===== src/rtl/dft_pkg.sv =====
// -----------------------------------------------------------------------------
// dft_pkg
// Shared types and constants for the DFT stimulus/response harness.
//   state_t  : harness run-control FSM states
//   FRM_W    : width of the frame/sample counters
//   CHK_W    : width of the output-frame checksum accumulators
//   sat_inc  : saturating increment for FRM_W-wide counters
// -----------------------------------------------------------------------------
package dft_pkg;

    typedef enum logic [1:0] {
        IDLE    = 2'd0,
        SEND    = 2'd1,
        WAIT_RX = 2'd2,
        DONE    = 2'd3
    } state_t;

    localparam int FRM_W = 16;
    localparam int CHK_W = 32;

    function automatic logic [FRM_W-1:0] sat_inc(input logic [FRM_W-1:0] v);
        return (v == '1) ? v : v + 1'b1;
    endfunction

endpackage


===== src/rtl/dft_harness_monitor.sv =====
// -----------------------------------------------------------------------------
// dft_harness_monitor
// Receive side of the DFT harness: checks output-frame framing, counts
// completed frames and (optionally) computes per-frame checksums.
// Optional feature macro: DFT_HARNESS_CHECKSUM_EN (per-frame sums of the
// sign-extended output samples, modulo 2^32; otherwise checksums read 0).
// Ports:
//   i_clk, i_rst        clock, synchronous active-high reset
//   i_clear             clears rx count, len_err and checksums (run start)
//   i_count_en          high while a run is active; frames are only counted then
//   i_out_*             DFT output stream (always accepted)
//   o_frame_done        combinational: a counted frame completes this cycle
//   o_rx_frames         saturating count of completed frames this run
//   o_len_err           sticky framing error
//   o_chk_re/o_chk_im   checksums of the last completed counted frame
// -----------------------------------------------------------------------------
module dft_harness_monitor
    import dft_pkg::*;
#(
    parameter int DATA_W    = 16,
    parameter int FRAME_LEN = 12
) (
    input  logic              i_clk,
    input  logic              i_rst,
    input  logic              i_clear,
    input  logic              i_count_en,
    input  logic              i_out_valid,
    input  logic              i_out_sop,
    input  logic              i_out_eop,
    input  logic [DATA_W-1:0] i_out_re,
    input  logic [DATA_W-1:0] i_out_im,
    output logic              o_frame_done,
    output logic [FRM_W-1:0]  o_rx_frames,
    output logic              o_len_err,
    output logic [CHK_W-1:0]  o_chk_re,
    output logic [CHK_W-1:0]  o_chk_im
);

    logic             r_in_frame;
    logic [FRM_W-1:0] r_cnt;
    logic [FRM_W-1:0] r_rx_frames;
    logic             r_len_err;

    logic [FRM_W-1:0] w_cnt_next;
    logic             w_take;
    logic             w_frame_end;
    logic             w_frame_done;
    logic             w_bad_start;
    logic             w_len_bad;

    // NOTE: every always_comb output gets a value on every path so no latch is inferred.
    always_comb begin
        // A sample belongs to a frame if it opens one or arrives inside one;
        // orphan samples are dropped after flagging the framing error.
        w_take       = i_out_valid && (i_out_sop || r_in_frame);
        w_cnt_next   = i_out_sop ? FRM_W'(1) : sat_inc(r_cnt);
        w_frame_end  = w_take && i_out_eop;
        w_frame_done = w_frame_end && i_count_en;
        // sop inside a frame restarts it; non-sop outside a frame is an orphan.
        w_bad_start  = i_out_valid && (i_out_sop ? r_in_frame : !r_in_frame);
        w_len_bad    = w_frame_end && (w_cnt_next != FRM_W'(FRAME_LEN));
    end

    // NOTE: sequential state uses non-blocking assignments only, so every
    // always_ff sees the pre-edge value of every other register.
    always_ff @(posedge i_clk) begin
        if (i_rst) begin
            r_in_frame  <= 1'b0;
            r_cnt       <= '0;
            r_rx_frames <= '0;
            r_len_err   <= 1'b0;
        end else begin
            if (w_take) begin
                r_cnt      <= w_cnt_next;
                r_in_frame <= !i_out_eop;
            end
            if (i_clear) begin
                r_rx_frames <= '0;
                r_len_err   <= 1'b0;
            end else begin
                if (w_bad_start || w_len_bad)
                    r_len_err <= 1'b1;
                if (w_frame_done)
                    r_rx_frames <= sat_inc(r_rx_frames);
            end
        end
    end

    assign o_frame_done = w_frame_done;
    assign o_rx_frames  = r_rx_frames;
    assign o_len_err    = r_len_err;

`ifdef DFT_HARNESS_CHECKSUM_EN
    logic [CHK_W-1:0] r_acc_re;
    logic [CHK_W-1:0] r_acc_im;
    logic [CHK_W-1:0] r_chk_re;
    logic [CHK_W-1:0] r_chk_im;
    logic [CHK_W-1:0] w_acc_re_next;
    logic [CHK_W-1:0] w_acc_im_next;

    always_comb begin
        // sop restarts the running sum; samples are two's complement.
        w_acc_re_next = (i_out_sop ? '0 : r_acc_re) + CHK_W'(signed'(i_out_re));
        w_acc_im_next = (i_out_sop ? '0 : r_acc_im) + CHK_W'(signed'(i_out_im));
    end

    always_ff @(posedge i_clk) begin
        if (i_rst) begin
            r_acc_re <= '0;
            r_acc_im <= '0;
            r_chk_re <= '0;
            r_chk_im <= '0;
        end else begin
            if (w_take) begin
                r_acc_re <= w_acc_re_next;
                r_acc_im <= w_acc_im_next;
            end
            if (i_clear) begin
                r_chk_re <= '0;
                r_chk_im <= '0;
            end else if (w_frame_done) begin
                r_chk_re <= w_acc_re_next;
                r_chk_im <= w_acc_im_next;
            end
        end
    end

    assign o_chk_re = r_chk_re;
    assign o_chk_im = r_chk_im;
`else
    // Sample data is only needed by the checksum; tie it off here.
    logic w_unused_data;
    assign w_unused_data = ^{i_out_re, i_out_im};

    assign o_chk_re = '0;
    assign o_chk_im = '0;
`endif

endmodule


===== src/rtl/dft_harness.sv =====
// -----------------------------------------------------------------------------
// dft_harness
// Stimulus/response wrapper for the any-point DFT core. Sends NUM_FRAMES
// deterministic frames (re = sample index k, im = frame index f) into the
// DFT input stream, monitors the DFT output stream and reports completion.
// Optional feature macro: DFT_HARNESS_CHECKSUM_EN (output-frame checksums,
// implemented in dft_harness_monitor; chk_* read 0 when undefined).
// Ports:
//   i_clk, i_rst                 clock, synchronous active-high reset
//   i_start                      run start pulse (honoured in IDLE/DONE)
//   o_in_valid, i_in_ready       DFT input handshake
//   o_in_sop, o_in_eop           first/last sample of input frame
//   o_in_re, o_in_im             input sample data
//   i_out_valid/sop/eop/re/im    DFT output stream (always accepted)
//   o_busy, o_done               run in progress / all frames received
//   o_tx_frames, o_rx_frames     frames sent / received this run
//   o_len_err                    sticky output framing error
//   o_chk_re, o_chk_im           checksums of last completed output frame
// -----------------------------------------------------------------------------
module dft_harness
    import dft_pkg::*;
#(
    parameter int DATA_W     = 16,
    parameter int FRAME_LEN  = 12,
    parameter int NUM_FRAMES = 4
) (
    input  logic              i_clk,
    input  logic              i_rst,
    input  logic              i_start,
    output logic              o_in_valid,
    input  logic              i_in_ready,
    output logic              o_in_sop,
    output logic              o_in_eop,
    output logic [DATA_W-1:0] o_in_re,
    output logic [DATA_W-1:0] o_in_im,
    input  logic              i_out_valid,
    input  logic              i_out_sop,
    input  logic              i_out_eop,
    input  logic [DATA_W-1:0] i_out_re,
    input  logic [DATA_W-1:0] i_out_im,
    output logic              o_busy,
    output logic              o_done,
    output logic [FRM_W-1:0]  o_tx_frames,
    output logic [FRM_W-1:0]  o_rx_frames,
    output logic              o_len_err,
    output logic [CHK_W-1:0]  o_chk_re,
    output logic [CHK_W-1:0]  o_chk_im
);

    localparam logic [FRM_W-1:0] K_LAST = FRM_W'(FRAME_LEN - 1);
    localparam logic [FRM_W-1:0] F_LAST = FRM_W'(NUM_FRAMES - 1);
    localparam logic [FRM_W-1:0] F_ALL  = FRM_W'(NUM_FRAMES);
    localparam logic             ONE_PT = (FRAME_LEN == 1);

    state_t           r_state;
    logic [FRM_W-1:0] r_k;
    logic [FRM_W-1:0] r_f;

    logic [FRM_W-1:0] w_k_inc;
    logic [FRM_W-1:0] w_f_inc;
    logic             w_start_ok;
    logic             w_xfer;
    logic             w_count_en;
    logic             w_frame_done;
    logic             w_rx_hit;

    assign w_k_inc    = r_k + 1'b1;
    assign w_f_inc    = r_f + 1'b1;
    assign w_start_ok = i_start && (r_state == IDLE || r_state == DONE);
    assign w_xfer     = o_in_valid && i_in_ready;
    assign w_count_en = (r_state == SEND) || (r_state == WAIT_RX);
    // Look at the frame completing this cycle so done rises together with
    // rx_frames reaching NUM_FRAMES rather than one cycle later.
    assign w_rx_hit   = (w_frame_done && (o_rx_frames == F_LAST)) || (o_rx_frames == F_ALL);

    // NOTE: the synchronous reset covers every register, including the
    // stimulus outputs, so a mid-run reset aborts the stream immediately.
    always_ff @(posedge i_clk) begin
        if (i_rst) begin
            r_state     <= IDLE;
            r_k         <= '0;
            r_f         <= '0;
            o_in_valid  <= 1'b0;
            o_in_sop    <= 1'b0;
            o_in_eop    <= 1'b0;
            o_in_re     <= '0;
            o_in_im     <= '0;
            o_busy      <= 1'b0;
            o_done      <= 1'b0;
            o_tx_frames <= '0;
        end else begin
            case (r_state)
                IDLE, DONE: begin
                    if (w_start_ok) begin
                        r_state     <= SEND;
                        r_k         <= '0;
                        r_f         <= '0;
                        o_in_valid  <= 1'b1;
                        o_in_sop    <= 1'b1;
                        o_in_eop    <= ONE_PT;
                        o_in_re     <= '0;
                        o_in_im     <= '0;
                        o_busy      <= 1'b1;
                        o_done      <= 1'b0;
                        o_tx_frames <= '0;
                    end
                end
                SEND: begin
                    // Outputs only move on a transfer, so a stall holds them.
                    if (w_xfer) begin
                        if (r_k == K_LAST) begin
                            r_k         <= '0;
                            o_tx_frames <= o_tx_frames + 1'b1;
                            if (r_f == F_LAST) begin
                                r_state    <= WAIT_RX;
                                o_in_valid <= 1'b0;
                                o_in_sop   <= 1'b0;
                                o_in_eop   <= 1'b0;
                                o_in_re    <= '0;
                                o_in_im    <= '0;
                            end else begin
                                r_f      <= w_f_inc;
                                o_in_sop <= 1'b1;
                                o_in_eop <= ONE_PT;
                                o_in_re  <= '0;
                                o_in_im  <= DATA_W'(w_f_inc);
                            end
                        end else begin
                            r_k      <= w_k_inc;
                            o_in_sop <= 1'b0;
                            o_in_eop <= (w_k_inc == K_LAST);
                            o_in_re  <= DATA_W'(w_k_inc);
                        end
                    end
                end
                WAIT_RX: begin
                    if (w_rx_hit) begin
                        r_state <= DONE;
                        o_busy  <= 1'b0;
                        o_done  <= 1'b1;
                    end
                end
                default: r_state <= IDLE;
            endcase
        end
    end

    dft_harness_monitor #(
        .DATA_W    (DATA_W),
        .FRAME_LEN (FRAME_LEN)
    ) u_monitor (
        .i_clk        (i_clk),
        .i_rst        (i_rst),
        .i_clear      (w_start_ok),
        .i_count_en   (w_count_en),
        .i_out_valid  (i_out_valid),
        .i_out_sop    (i_out_sop),
        .i_out_eop    (i_out_eop),
        .i_out_re     (i_out_re),
        .i_out_im     (i_out_im),
        .o_frame_done (w_frame_done),
        .o_rx_frames  (o_rx_frames),
        .o_len_err    (o_len_err),
        .o_chk_re     (o_chk_re),
        .o_chk_im     (o_chk_im)
    );

endmodule


===== config.mk =====
export PLATFORM = sky130hd
export DESIGN_NAME = dft_harness
export DESIGN_NICKNAME = d
export VERILOG_FILES = /design/src/rtl/dft_pkg.sv /design/src/rtl/dft_harness_monitor.sv /design/src/rtl/dft_harness.sv
export SDC_FILE = /design/constraint.sdc
export NUM_CORES = 1
export LEC_CHECK = 0
export ABC_AREA = 1
export BUFFER_PORTS_ARGS = -buffer_cell sky130_fd_sc_hd__buf_2
export CAP_MARGIN = 20
export CORE_UTILIZATION = 48
export CTS_CLUSTER_SIZE = 30
export DETAILED_ROUTE_END_ITERATION = 7
export PLACE_DENSITY = 0.77
export SETUP_SLACK_MARGIN = 0.3
export SLEW_MARGIN = 20
export SYNTH_ARGS = -nofsm -noshare
export SYNTH_HDL_FRONTEND = slang
export SYNTH_SLANG_ARGS = --single-unit

===== constraint.sdc =====
create_clock -name i_clk -period 1.8 [get_ports i_clk]
set_input_delay 0.18 -clock i_clk [delete_from_list [all_inputs] [get_ports i_clk]]
set_output_delay 0.18 -clock i_clk [all_outputs]
set_load 0.05 [all_outputs]

======== Word-level counts from Yosys, hierarchy flattened ========
Index checks and enable logic that the tools add are counted.
W data, S select, Z words.
storage, ports and cells
  output and inout bits ................... 134
  bits of input ports ..................... 39
  logic and storage cells ................. 105
  bits in registers ....................... 105
cells by class
  reduce and logical (&&, ||, !) cells .... 27
  equal/unequal tests ..................... 17
  multiplexer cells ....................... 41
  $add $sub $neg .......................... 5
  bitwise logic cells ..................... 1
operator list
  kind                     number
  $mux W16                 13
  $pmux W16 S2             4
  $add A16 B1 Y16 const B  5
  $eq A16 B16 Y1 const B   2
  $eq A16 B2 Y1 const B    2
  $eq A16 B4 Y1 const B    2
  $eq A16 B3 Y1 const B    1
  $ne A16 B4 Y1 const B    1
  $reduce_and A5 Y1        3
  $mux W1                  13
  $mux W2                  5
  $pmux W1 S2              5
  $logic_and A1 B1 Y1      8
  $ne A2 B1 Y1 const B     3
  $ne A2 B2 Y1 const B     3
  $pmux W2 S3              1
  $reduce_and A3 Y1        2
  $logic_or A1 B1 Y1       5
  $eq A2 B2 Y1 const B     2
  $reduce_and A4 Y1        1
  $reduce_bool A2 Y1       2
  $reduce_or A2 Y1         2
  $eq A2 B1 Y1 const B     1
  $logic_not A1 Y1         2
  other kinds (3)          3

======== Logic depth before layout (Yosys ltp) ========
Gate-level depths: netlist of run 1.
  depth in word-level cells ............... 8
  mapped depth ............................ 14
  depth with buffers taken out ............ 14

======== By module ========
From an unflattened synthesis of run 1, not the netlist that was laid out.
unflattened totals
  cell total of the unflattened synthesis .. 954
  area total of the unflattened synthesis .. 6463.7 um^2
by module, submodules not included
  module               sequential area each (um^2)  instances  area an instance (um^2)  cells each
  dft_harness          1421.4                       1          3890.0                   576
  dft_harness_monitor  680.7                        1          2573.7                   378

======== Least setup slack after synthesis of run 1 ========
No wires, ideal clock.
  path type ............................... flip-flop to flip-flop
  start point ............................. reg r_k[1]
  end point ............................... reg o_in_eop
  required time ........................... 1.733 ns
  slack ................................... -0.294 ns
  arrival time ............................ 2.027 ns
  stages on the path, launching flop included .. 12
  library setup time ...................... 0.067 ns
  clock period less this slack ............ 2.094 ns
  path buffers ............................ 0
  path through ............................ dfxtp_1 -> ha_1 -> nand2_1 -> nor2_1 -> nand3_2 -> nor2_4 -> nand3_1 -> nand2_1 -> nand4_1 -> nor2_1 -> nand3_1 -> a21oi_2
on the way
  word-level cells in the longest chain between the ends .. 5
  elaborated cells on any way between the ends .. 6
  those cells by class .................... 1 x add/sub; 2 x eq/ne; 3 x mux
ends and longest elaborated chain
  item                    RTL line            source
  from (decl)             dft_harness.sv:56   logic [FRM_W-1:0] r_k;
  from (signal assigned)  dft_harness.sv:129  r_k <= w_k_inc;
  $add A16 B1 Y16         dft_harness.sv:67   assign w_k_inc = r_k + 1'b1;
  $eq A16 B4 Y1           dft_harness.sv:131  o_in_eop <= (w_k_inc == K_LAST);
  $mux W1 *               dft_harness.sv:111  if (r_k == K_LAST) begin
  $mux W1 *               dft_harness.sv:110  if (w_xfer) begin
  $pmux W1 S2 *           dft_harness.sv:92   case (r_state)
  to (signal assigned)    dft_harness.sv:131
  to (decl)               dft_harness.sv:33   output logic o_in_eop,
Every way passes the cells marked *; elsewhere a longest branch is shown, timed or not. The select of a mux whose other input is x is not followed.
A chain may end at the register's enable or synchronous reset.

======== Final worst setup path of run 1 ========
  start point ............................. reg r_k[10]
  end point ............................... reg o_tx_frames[2]
on the way
  word-level cells in the longest chain between the ends .. 3
ends and longest elaborated chain
  item                                RTL line            source
  $eq A16 B4 Y1                       dft_harness.sv:111
  $ne A2 B1 Y1 (no source line)       -
  $reduce_and A4 Y1 (no source line)  -
  to (signal assigned)                dft_harness.sv:113  o_tx_frames <= o_tx_frames + 1'b1;
  to (decl)                           dft_harness.sv:43   output logic [FRM_W-1:0] o_tx_frames,
No other way between the ends.

==> impl_metrics.py, run 1 <==
metrics = {
    "clocking": {
        "cts_hold_buffers": 0,
        "path_clk_slew_ns": 0.07,
        "clock_latency_ns": 0.36,
        "cts_buffers": 9,
        "cts_max_level": 3,
        "cts_tree": "done",
        "clockRootBuffer": "clkbuf_16",
        "clockBufferDepth": 2,
        "clock-sinks": 105,
    },
    "synthesis": {
        "post_synth.cell_area_avg_sq_um": 6.780,
        "netlist_instances": 932,
        "ys_async_sr_fraction_pct": 0,
        "synth_edf_count": 0,
        "synthesis.area_sq_um": 6319,
        "yosysWarnings": 0,
        "synth-seq-cells": 105,
        "synth_ff_type": "dfxtp_1",
        "yosysUniqueCellTypes": 46,
        "ys_seq_area_share_pct": 33.27,
    },
    "power_and_ir_drop": {
        "vdd_drop_max_mv": 0.6426,
        "total_power_uw": 8360,
        "p_leak_uw": 0.003605,
        "p_per_area_nw_per_um2": 987.2,
    },
    "grt": {
        "grt_pass1_wl_mm": 24.47,
        "grtUsageTotal_pct": 22.35,
        "antenna_found_initial": 0,
        "grt_pass1_vias": 5452,
        "grt_max_degree": 34,
        "overflow": 0,
    },
    "placed_design": {
        "globalplace.congestion": 0.9127,
        "portBuffers": 76,
        "hpwl_mm": 10.56,
        "place_area_sq_um": 7191,
        "pre_cts_ws_ns": -0.05489,
    },
    "critical_path": {
        "cp_top_family": "simple AND/OR/NAND/NOR gates",
        "crit_arrival_ns": 2.14,
        "critPathMaxStageDelay_ns": 0.36,
        "crit_path_start_kind": "register",
        "critPathMaxFanout": 8,
        "cp_slowest_cell": "dfxtp_4",
        "end_kind": "register",
        "criticalPathCategory": "register to register",
        "worst-path-buf-inv": 3,
        "required_ns": 2.08,
        "worstPathCellList": "inv_1, nand4_1, nor2_1, nand2_1, nand2_4, nand3_4, buf_4, buf_4, o21ai_1, nand2_1, a31oi_1",
    },
    "timing": {
        "fin_skew_ns": 0.01302,
        "setup_violations": 18,
        "setup_ws_ns": -0.05535,
        "drv_slew": 0,
        "tns_ns": -0.3874,
        "period_share_pct": 103.1,
        "finalHoldViolCount": 0,
        "fmax_mhz": 539.0,
        "rsz0062_at_grt": "yes",
        "period_minus_slack_ns": 1.855,
    },
    "layout": {
        "final_nets": 1132,
        "area_growth_pct": 34.02,
        "diodes": 0,
        "final_util_pct": 66.56,
        "drive_gt1_share_pct": 37.07,
        "final_area_sq_um": 8468,
    },
    "route": {
        "via_count": 6334,
        "wl_per_cell_um": 12.55,
        "drt_wl_total_mm": 15.80,
        "ant_nets": 0,
        "drc": 0,
        "firstDrtPassIters": 5,
        "vias_per_cell": 5.031,
        "drt_iter0_drc": 297,
    },
    "floorplanning": {
        "die_area_sq_um": 13630,
        "rows": 41,
        "core_area_sq_um": 12720,
        "initial_core_util_pct": 49.67,
        "die_w_um": 116.7,
        "die_h_um": 116.7,
        "io_pins": 173,
    },
    "status": {
        "status": "complete, but fails checks",
        "violations": "negative setup slack",
    },
    "hold_path": {
        "hold_class": "input pin to register",
    },
    "flow_run": {
        "cap_violations": 0,
    },
}
repair_timing:
item / in CTS / in global routing
cloned: 1 / 2
resized for setup: 54 / 124
setup buffers: 17 / 17
pin swaps: 27 / 39
endpoints found under the setup margin: 85 / 102
cells by family after synthesis:
logic type	synth area share (%)
other cells	0.05935
compound gates	12.32
flops	33.27
buf+inv	15.88
xor+xnor	3.604
simple gates	32.69
fa+ha+maj	2.178
metrics by stage:
stage / hold WS, ns / std cells
final: 0.1608 / 1259
after global routing: 0.1849 / 1259
after CTS: 0.1602 / 1240
after detailed placement: 0.4527 / 1206
after global placement: 0.4458 / 1206
after floorplan: 0.3452 / 995
cells in the mapped netlist (2+ instances only):
| master | count | area share, % |
|---|---|---|
| or2_2 | 3 | 0.30 |
| nand3b_1 | 2 | 0.24 |
| inv_1 | 99 | 5.9 |
| a21oi_1 | 88 | 7.0 |
| nor3_2 | 2 | 0.32 |
| nor2_2 | 5 | 0.50 |
| and2_1 | 2 | 0.20 |
| o22ai_1 | 2 | 0.20 |
| clkbuf_1 | 13 | 0.77 |
| inv_2 | 12 | 0.71 |
| o21ai_0 | 43 | 3.4 |
| buf_2 | 2 | 0.16 |
| a31oi_1 | 2 | 0.20 |
| a211oi_1 | 2 | 0.24 |
| nand4_1 | 24 | 2.4 |
| o21ai_1 | 4 | 0.32 |
| nor2_1 | 96 | 5.7 |
| xor2_1 | 20 | 2.8 |
| nor2_4 | 5 | 0.89 |
| xnor2_1 | 6 | 0.83 |
| nor3_1 | 17 | 1.3 |
| nor3b_1 | 2 | 0.24 |
| nand2_2 | 9 | 0.89 |
| nand3_2 | 8 | 1.3 |
| dfxtp_1 | 105 | 33 |
| o211ai_1 | 4 | 0.48 |
| buf_4 | 68 | 8.1 |
| nand3_1 | 52 | 4.1 |
| ha_1 | 11 | 2.2 |
| nor4_1 | 6 | 0.59 |
| nand2_1 | 203 | 12 |
state kept, by name, summed over array words and instances (netlist names):
| signal | count |
|---|---|
| r_f | 16 |
| o_busy | 1 |
| r_state | 2 |
| o_in_valid | 1 |
| o_in_eop | 1 |
| r_k | 16 |
| u_monitor.o_len_err | 1 |
| u_monitor.r_cnt | 16 |
| o_done | 1 |
| o_in_sop | 1 |
| u_monitor.r_in_frame | 1 |
| o_tx_frames | 16 |
| o_in_im | 16 |
| u_monitor.o_rx_frames | 16 |
worst min-delay path, cell delays in order:
cell,delay [ns]
buf_2,0.08
nand2_2,0.08
inv_1,0.08
nor2_1,0.04
worst paths after layout:
path,startpoint,slack [ns],depth (start not counted),endpoint
setup / recovery,r_k[10],-0.06,11,o_tx_frames[2]
hold reg to reg,o_in_im[14],0.46,2,o_in_im[14]
setup reg to reg,r_k[10],-0.06,11,o_tx_frames[2]
hold / removal,i_out_eop,0.16,4,u_monitor.r_in_frame
cell type report:
cell class / count / area, sq um
clock inverter: 5 / 56.30
sequential: 105 / 2223
timing repair buffer: 159 / 1134
multi-input combinational: 695 / 4133
tap: 172 / 215.2
inverter: 112 / 452.9
fill: 1065 / 4254
clock buffer: 11 / 254.0
cell usage in the layout (no fill, tap or decap), types with 3 or more instances in the layout:
cell       instances
conb_1            64
nor3_1            10
nand2_2           13
nand2_1          183
nor2_1            75
buf_2             76
inv_2             11
a21oi_2           24
buf_4             63
buf_6             14
o21ai_1           11
nand4_1           24
dfxtp_1           50
o211ai_1           4
nand3_2           18
nor4_1             4
inv_1             91
nor2_2            15
inv_8              3
dfxtp_4           21
a21oi_1           64
o21ai_2            8
xor2_1            19
nor2_4            17
xnor2_1            4
nand2_4           17
nand3_1           39
ha_4               6
clkbuf_16         11
o21ai_0           27
nand3_4            4
ha_1               4
dfxtp_2           34
nor3_2             8
inv_4              8
power by group:
| group | total [uW] | switching, uW | leakage, uW | internal, uW |
|---|---|---|---|---|
| Clock | 2020 | 953 | 0.000152 | 1060 |
| Combinational | 3730 | 2250 | 0.00257 | 1480 |
| Sequential | 2620 | 150 | 0.000883 | 2470 |
| Total | 8360 | 3350 | 0.00361 | 5010 |
layer usage:
layer	part of all wire [%]	GRT usage (%)	wire length, um	vias up
met3	5.2	3.892	820	16
met5	0	0	0	-
met2	48	37.04	7560	189
li1	-	-	-	3204
met1	45	29.22	7184	2925
met4	1.5	7.932	236	0
Power figures use the tool's default switching activity.
==> run 2: changes to the inputs <==
--- a/config.mk
+++ b/config.mk
@@ -8,10 +8,10 @@
 export ABC_AREA = 1
 export BUFFER_PORTS_ARGS = -buffer_cell sky130_fd_sc_hd__buf_2
 export CAP_MARGIN = 20
-export CORE_UTILIZATION = 48
+export CORE_UTILIZATION = 40
 export CTS_CLUSTER_SIZE = 30
 export DETAILED_ROUTE_END_ITERATION = 7
-export PLACE_DENSITY = 0.77
+export PLACE_DENSITY = 0.66
 export SETUP_SLACK_MARGIN = 0.3
 export SLEW_MARGIN = 20
 export SYNTH_ARGS = -nofsm -noshare
==> run 2 against run 1 <==
Net effect: clock power hardly changed; critical endpoint is now o_in_eop; register-to-register slack worse by 0.05 ns; the flow still finishes with violations (negative setup slack); sequential share of layout area is 1.3 points lower; fmax is 2.4% lower; sequential power hardly changed; worst setup slack worse by 0.046 ns; utilization is 8.3 points lower; wire length is 7.4% higher.
==> impl_metrics.py, run 2 (synthesized netlist as in run 1, its figures left out) <==
metrics = {
    "route": {
        "drt_wl_total_mm": 16.97,
        "ant_nets": 0,
        "drc": 0,
        "via_count": 6360,
        "firstDrtPassIters": 5,
        "wl_per_cell_um": 12.99,
        "drt_iter0_drc": 271,
        "vias_per_cell": 4.866,
    },
    "grt": {
        "grt_max_degree": 41,
        "grt_pass1_vias": 5298,
        "overflow": 0,
        "antenna_found_initial": 0,
        "grtUsageTotal_pct": 19.28,
        "grt_pass1_wl_mm": 25.51,
    },
    "layout": {
        "regArea_sq_um": 2223,
        "fillers": 1375,
        "final_nets": 1141,
        "final_common_cell": "nand2_1",
        "drive_gt1_share_pct": 42.79,
        "layout_common_cells": "nand2_1 (156), inv_1 (90), buf_2 (76)",
        "final_area_sq_um": 8921,
        "area_growth_pct": 41.19,
        "final_cell_count_no_fill": 1307,
        "multi_input_area_sq_um": 4377,
        "diodes": 0,
    },
    "floorplanning": {
        "die_area_sq_um": 16300,
        "die_h_um": 127.7,
        "io_pins": 173,
        "core_area_sq_um": 15310,
        "die_w_um": 127.7,
        "initial_core_util_pct": 41.26,
        "rows": 45,
    },
    "critical_path": {
        "cp_slowest_cell": "dfxtp_2",
        "worstPathCellList": "inv_2, ha_4, inv_2, or2_1, nand2_1, inv_2, buf_4, nand2_4, inv_4, nand3_2, nor2_1, nand3b_1, nor2_2, nand3_2, a21oi_2",
        "required_ns": 2.10,
        "cp_top_family": "simple AND/OR/NAND/NOR gates",
        "crit_path_start_kind": "register",
        "crit_top_cell": "inv_2",
        "crit_arrival_ns": 2.20,
        "end_kind": "register",
        "criticalPathCategory": "register to register",
        "critPathMaxFanout": 3,
        "critPathMaxStageDelay_ns": 0.34,
        "worst-path-buf-inv": 5,
    },
    "hold_path": {
        "hold_class": "input pin to register",
    },
    "clocking": {
        "path_clk_slew_ns": 0.08,
        "cts_tree": "done",
        "clockRootBuffer": "clkbuf_16",
        "cts_buffers": 9,
        "clock-sinks": 105,
        "cts_max_level": 3,
        "clockBufferDepth": 2,
        "clock_latency_ns": 0.36,
    },
    "placed_design": {
        "place_area_sq_um": 7267,
        "hpwl_mm": 10.79,
        "place_inst": 1247,
        "portBuffers": 76,
        "globalplace.congestion": 0.8575,
    },
    "timing": {
        "drv_slew": 0,
        "setup_violations": 32,
        "finalHoldViolCount": 0,
        "rsz0062_at_grt": "yes",
        "period_minus_slack_ns": 1.901,
        "fmax_mhz": 526.0,
        "hold_slack_ns": 0.1424,
        "period_share_pct": 105.6,
        "setup_ws_ns": -0.1012,
        "fin_skew_ns": 0.01064,
    },
    "flow_run": {
        "cap_violations": 0,
    },
    "power_and_ir_drop": {
        "p_leak_uw": 0.003718,
        "vdd_drop_max_mv": 0.5768,
        "p_per_area_nw_per_um2": 1007,
    },
    "status": {
        "violations": "negative setup slack",
        "status": "complete, but fails checks",
    },
}
run 2: changes by cell type in the layout (fill, tap and decap cells not counted), sizes merged:
cell,change
buf,+8
clkbuf,-3
clkinv,+1
clkinvlp,+1
inv,+2
run 2: per-layer routing:
| layer | global-route usage [%] | up-vias | part of all wire [%] |
|---|---|---|---|
| li1 | - | 3224 | - |
| met1 | 26.95 | 2950 | 46 |
| met2 | 30.34 | 168 | 48 |
| met3 | 2.922 | 18 | 4.5 |
| met4 | 6.436 | 0 | 1.4 |
| met5 | 0 | - | 0 |
run 2: path summary, 6_finish.rpt:
| kind | start | to | slack (ns) | cells after the start |
|---|---|---|---|---|
| hold / removal | i_out_eop | u_monitor.r_in_frame | 0.14 | 4 |
| setup / recovery | r_state[0] | o_in_eop | -0.10 | 15 |
| setup reg to reg | r_state[0] | o_in_eop | -0.10 | 15 |
| hold reg to reg | o_in_im[2] | o_in_im[2] | 0.46 | 2 |
run 2: final cells by class:
class / count / share of cell area [%]
multi-input combinational: 695 / 49.06
sequential: 105 / 24.92
timing repair buffer: 166 / 14.33
inverter: 112 / 5.161
tap: 211 / 2.959
clock buffer: 9 / 2.525
clock inverter: 7 / 0.8836
timing repair inverter: 2 / 0.1543
run 2: repair_timing:
action / CTS / global route
pin swaps: 36 / 56
resized for setup: 95 / 172
gates cloned: 3 / 2
buffers inserted: 21 / 18
setup endpoints to repair: 88 / 98
hold buffers: 0 / 0
run 2: tightest hold or removal path, stage by stage:
cell and delay, ns:
buf_2 0.08, nand2_2 0.08, inv_1 0.08, nor2_1 0.04
run 2: where the power goes:
group	total (uW)	internal (uW)	switching, uW	leakage (uW)
combinational	4330	1780	2550	0.00268
clock	2050	1000	1050	0.000150
sequential	2610	2470	140	0.000884
total	8990	5250	3740	0.00372
run 2: metrics by stage:
step	TNS, ns	setup WS (ns)	power [uW]	utilization, %
2_1_floorplan	0	0.09585	4679	-
3_5_place_dp	-0.1193	-0.03364	5229	47.45
5_1_grt	-6.666	-0.2141	9422	58.25
6_report	-0.9187	-0.1012	8986	58.25
3_3_place_gp	-0.008436	-0.008436	5213	47.45
4_1_cts	0	0.01432	8088	53.10
